[src/rtl/bit_serial_addsub.sv]
// bit_serial_addsub: WIDTH-cycle adder/subtractor built around a single full
// adder/subtractor cell and a carry/borrow flip-flop, operands processed LSB
// first. A start accepted in IDLE launches an operation. The result and the
// final carry/borrow are published together with a one-cycle done pulse.
//
// Handshake: start is sampled only while busy is low. The edge that samples
// start high is the accept edge. busy stays high for exactly WIDTH cycles after
// that edge. done pulses for one cycle when result and carryborrow_out become
// valid. busy and done are never high together.
//
// Optional feature: define ADDSUB_OVERFLOW_EN to add the overflow port. This
// port reports signed overflow and is held with the result.
module bit_serial_addsub #(
    parameter int WIDTH = 8
) (
    input  logic             clk,
    input  logic             rst,
    input  logic             start,
    input  logic             mode_addsub,
    input  logic [WIDTH-1:0] operand_a,
    input  logic [WIDTH-1:0] operand_b,
    output logic             busy,
    output logic             done,
    output logic [WIDTH-1:0] result,
`ifdef ADDSUB_OVERFLOW_EN
    output logic             carryborrow_out,
    output logic             overflow
`else
    output logic             carryborrow_out
`endif
);

    localparam int CNT_W = (WIDTH > 2) ? $clog2(WIDTH) : 1;

    typedef enum logic [0:0] {
        IDLE = 1'b0,
        RUN  = 1'b1
    } state_t;

    // state is the hook for external checkers observing the FSM
    state_t state, next_state;

    logic [WIDTH-1:0] a_sr, b_sr, res_sr, res_next;
    logic [CNT_W-1:0] bit_cnt;
    logic             sub_q;
    logic             cb_q;
    logic             a_bit, b_bit, sum_bit, cb_next;
    logic             last_bit, accept;

`ifdef ADDSUB_OVERFLOW_EN
    logic             a_msb, b_msb;
    logic             ov_next;
`endif

    assign accept   = (state == IDLE) && start;
    assign last_bit = (state == RUN) && (bit_cnt == CNT_W'(WIDTH - 1));
    assign busy     = (state == RUN);

    // Single arithmetic cell acting on the current LSBs and the carry/borrow flip-flop
    always_comb begin
        a_bit    = a_sr[0];
        b_bit    = b_sr[0];
        sum_bit  = a_bit ^ b_bit ^ cb_q;
        cb_next  = sub_q ? ((~a_bit & b_bit) | (cb_q & ~(a_bit ^ b_bit)))
                         : ((a_bit & b_bit) | (cb_q & (a_bit ^ b_bit)));
        res_next = {sum_bit, res_sr[WIDTH-1:1]};
    end

`ifdef ADDSUB_OVERFLOW_EN
    // Signed overflow from the latched operand MSBs and the final sum bit
    always_comb begin
        ov_next = 1'b0;
        if (sub_q)
            ov_next = (a_msb != b_msb) && (sum_bit != a_msb);
        else
            ov_next = (a_msb == b_msb) && (sum_bit != a_msb);
    end
`endif

    // State register
    always_ff @(posedge clk or posedge rst) begin
        if (rst)
            state <= IDLE;
        else
            state <= next_state;
    end

    // Next-state logic: IDLE -> RUN on start, RUN -> IDLE on the last bit
    always_comb begin
        next_state = state;
        case (state)
            IDLE:    if (start) next_state = RUN;
            RUN:     if (last_bit) next_state = IDLE;
            default: next_state = IDLE;
        endcase
    end

    // Datapath: latch on accept, shift one bit per RUN edge, publish on the last bit
    always_ff @(posedge clk or posedge rst) begin
        if (rst) begin
            a_sr            <= '0;
            b_sr            <= '0;
            res_sr          <= '0;
            bit_cnt         <= '0;
            sub_q           <= 1'b0;
            cb_q            <= 1'b0;
            result          <= '0;
            carryborrow_out <= 1'b0;
            done            <= 1'b0;
        end else begin
            done <= 1'b0;
            if (accept) begin
                a_sr    <= operand_a;
                b_sr    <= operand_b;
                sub_q   <= mode_addsub;
                cb_q    <= 1'b0;
                bit_cnt <= '0;
            end else if (state == RUN) begin
                a_sr    <= a_sr >> 1;
                b_sr    <= b_sr >> 1;
                cb_q    <= cb_next;
                res_sr  <= res_next;
                bit_cnt <= bit_cnt + CNT_W'(1);
                if (last_bit) begin
                    result          <= res_next;
                    carryborrow_out <= cb_next;
                    done            <= 1'b1;
                end
            end
        end
    end

`ifdef ADDSUB_OVERFLOW_EN
    // Operand MSBs captured at accept, overflow published with the result
    always_ff @(posedge clk or posedge rst) begin
        if (rst) begin
            a_msb    <= 1'b0;
            b_msb    <= 1'b0;
            overflow <= 1'b0;
        end else begin
            if (accept) begin
                a_msb <= operand_a[WIDTH-1];
                b_msb <= operand_b[WIDTH-1];
            end else if (last_bit) begin
                overflow <= ov_next;
            end
        end
    end
`endif

endmodule

[config.mk]
export PLATFORM = sky130hd
export DESIGN_NAME = bit_serial_addsub
export DESIGN_NICKNAME = d
export VERILOG_FILES = /design/src/rtl/bit_serial_addsub.sv
export SDC_FILE = /design/constraint.sdc
export NUM_CORES = 1
export LEC_CHECK = 0
export BUFFER_PORTS_ARGS = -buffer_cell sky130_fd_sc_hd__buf_4
export CORE_MARGIN = 2
export CORE_UTILIZATION = 54
export DETAILED_ROUTE_END_ITERATION = 10
export HOLD_SLACK_MARGIN = 0.15
export PLACE_DENSITY = 0.78
export SETUP_SLACK_MARGIN = 0.05
export SLEW_MARGIN = 20
export SYNTH_ARGS = -nofsm -noshare
export SYNTH_HDL_FRONTEND = slang
export SYNTH_SLANG_ARGS = --single-unit
[constraint.sdc]
create_clock -name clk -period 2 [get_ports clk]
set_input_delay 0.2 -clock clk [delete_from_list [all_inputs] [get_ports clk]]
set_output_delay 0.2 -clock clk [all_outputs]
set_load 0.01 [all_outputs]
==> results_dict.tcl <==
set metrics [dict create \
    min_from "operand_b[6]" \
    finalNonFillerCells 209 \
    nets 199 \
    min_path_type "in -> reg" \
    fin_crit_ps 1530 \
    ant_nets 0 \
    synth_fa_ha_area_share_pct 3.90 \
    post_cts_buffers 0 \
    portBuffers 30 \
    drt_first_iter_violations 31 \
    drive_gt1_share_pct 31.8 \
    dpl.hpwl_um 1950 \
    synthMuxAreaShare_pct 20.9 \
    critical_path_class "reg -> reg" \
    clock_sinks 39 \
    r2r-end "result[0]" \
    grt_max_degree 40 \
    drc 0 \
    pre_cts_ws_ps 474 \
    cts_buffers 5 \
    ctsHtreeMaxLevel 2 \
    die-width_um 59.6 \
    syn_area_per_cell_um2 12.6 \
    start_util_pct 55.6 \
    rows 20 \
    rrSetupSlack_ps 470 \
    placedCellCount 192 \
    layout_setup_ws_ps 470 \
    total_leakage_power_nw 1.01 \
    setup_viol 0 \
    die-area_mm2 0.00355 \
    syn_area_mm2 0.00167 \
    ir_drop_mv 0.704 \
    min_path_cells 3 \
    wl_um 2790 \
    cts.path.max_buffers 2 \
    cts_tree "done" \
    status "finished clean" \
    rsz0062_at_grt "no" \
    ys_seq_elements 39 \
    clk_pin_slew_worst_paths_ps 110 \
    whs_endpoint "b_sr[6]" \
    syn_nets 156 \
    dr.pass1.iters 5 \
    wl_per_cell_um 13.3 \
    tightest_slew_ps 479 \
    num_io_pins 31 \
    antenna-diode-count 0 \
    grt_first_pass_wirelength_um 4840 \
    maxCapViolations 0 \
    core_area_mm2 0.00300 \
    yosys_warnings 0 \
    yosysSeqAreaShare_pct 58.5 \
    worstSetupEndpointType "register" \
    worstPathRequired_ps 2220 \
    clkLatencyLatePin_ps 330 \
    max_freq_mhz 653 \
    die_h_um 59.6 \
    vias 1113 \
    power_density_mw_per_mm2 1320 \
    slew_headroom_pct 68.1 \
    cp_max_fo 8 \
    grt_usage_pct 18.6 \
    final-hold-violation-count 0 \
    synthXorXnorAreaFrac_pct 0 \
    tns_ps 0 \
    syn_to_final_growth_pct 23.2 \
    synth_simple_gate_area_share_pct 5.77 \
    overflow 0 \
    reg2reg_from "bit_cnt[0]" \
    reg2reg_depth 4 \
    layout_worst_path_cycle_share_pct 76.5 \
    synth_cell_type_count 20 \
    synth_compound_area_share_pct 7.12 \
    vias_per_cell 5.33 \
    clock-root-buffer "clkbuf_4" \
    grt_pass1_vias 1089 \
    maxSlewViolCount 0 \
    skew_ps 3.42 \
    synth_cells 132 \
    synth_top_family_by_area "multiplexers" \
    antenna_found_initial 0 \
    arrival_ps 1750 \
    cp-start-kind "register" \
    place_congestion 0.691 \
]
[cells by family after synthesis]
kind of cell / count (synthesis)
flops: 39
mux: 33
simple gates: 23
compound gates: 22
buf+inv: 11
fa+ha+maj: 4
[sequential cells by signal, summed over array words and instances, names as in the netlist]
name             flops
a_sr                 8
b_sr                 8
result               8
res_sr               7
bit_cnt              3
busy                 1
carryborrow_out      1
cb_q                 1
done                 1
sub_q                1
[area by class of cell]
cell class | count | area (µm²)
clock buffers | 7 | 45.0
well taps | 33 | 41.3
fillers | 226 | 946
flip-flops and latches | 39 | 976
repair buffers | 43 | 345
clock inverters | 1 | 5.00
inverters | 4 | 15.0
multi-input cells | 82 | 629
[Yosys cell counts (all sizes together)]
library cell	instances	area share [%]
buf	6	2.7
nor2	4	0.90
nand2	16	3.7
inv	4	0.90
nor2b	1	0.38
a21o	1	0.45
dfrtp	39	58
a21oi	3	0.90
clkbuf	1	0.22
nand2b	2	0.75
a22o	1	0.52
fa	2	2.4
mux2i	18	11
o21ai	15	4.5
a31oi	2	0.75
mux2	15	10
ha	2	1.5
[worst max-delay path by stage]
stage | from | end | slack (ps) | cells after the start
floorplan | bit_cnt[0] | result[0] | 590 | 4
global placement | bit_cnt[0] | result[3] | 530 | 4
detailed placement | bit_cnt[0] | result[0] | 470 | 4
CTS | bit_cnt[0] | result[3] | 450 | 4
global route | bit_cnt[0] | result[0] | 390 | 4
finish | bit_cnt[0] | result[0] | 470 | 4
[layout by cell type (no fill, tap or decap), types with 2 or more instances in the layout]
master / instances
a21oi_1: 3
a31oi_1: 2
buf_4: 34
clkbuf_1: 2
clkbuf_4: 5
dfrtp_1: 39
dlygate4sd3_1: 9
fa_1: 2
ha_1: 2
inv_1: 4
mux2_2: 15
mux2i_1: 18
nand2_1: 15
nand2b_1: 2
nor2_1: 4
o21ai_0: 15
[stage by stage]
step | area (µm²) | hold WS (ps) | total power [mW] | utilization [%]
floorplan | 1670 | 352 | 2.00 | -
global placement | 1920 | 339 | 2.30 | 63.8
detailed placement | 1920 | 350 | 2.37 | 63.8
CTS | 2050 | 150 | 2.76 | 68.2
global route | 2060 | 151 | 2.97 | 68.5
finish | 2060 | 161 | 2.72 | 68.5
[worst max-delay path, stage by stage (launching register included)]
cell	delay (ps)
dfrtp_1	410
ha_1	200
ha_1	250
nand2_2	190
mux2_2	360
[repair_timing]
item | in CTS | in global routing
hold buffers | 8 | 1
hold endpoints to repair | 46 | 1
gates resized for setup | 0 | 0
[metal layers]
metal  track usage [%]  share of wire [%]  wire (µm)
met1              23.5                 43       1200
met5                 0                  0          0
met3              4.59                3.9        110
met2              30.1                 52       1440
met4              8.57                1.3         37
[where the power goes]
part	internal [mW]	switching [mW]
clock network	0.137	0.234
registers	1.14	0.239
logic	0.547	0.424
Power figures use the tool's default switching activity.
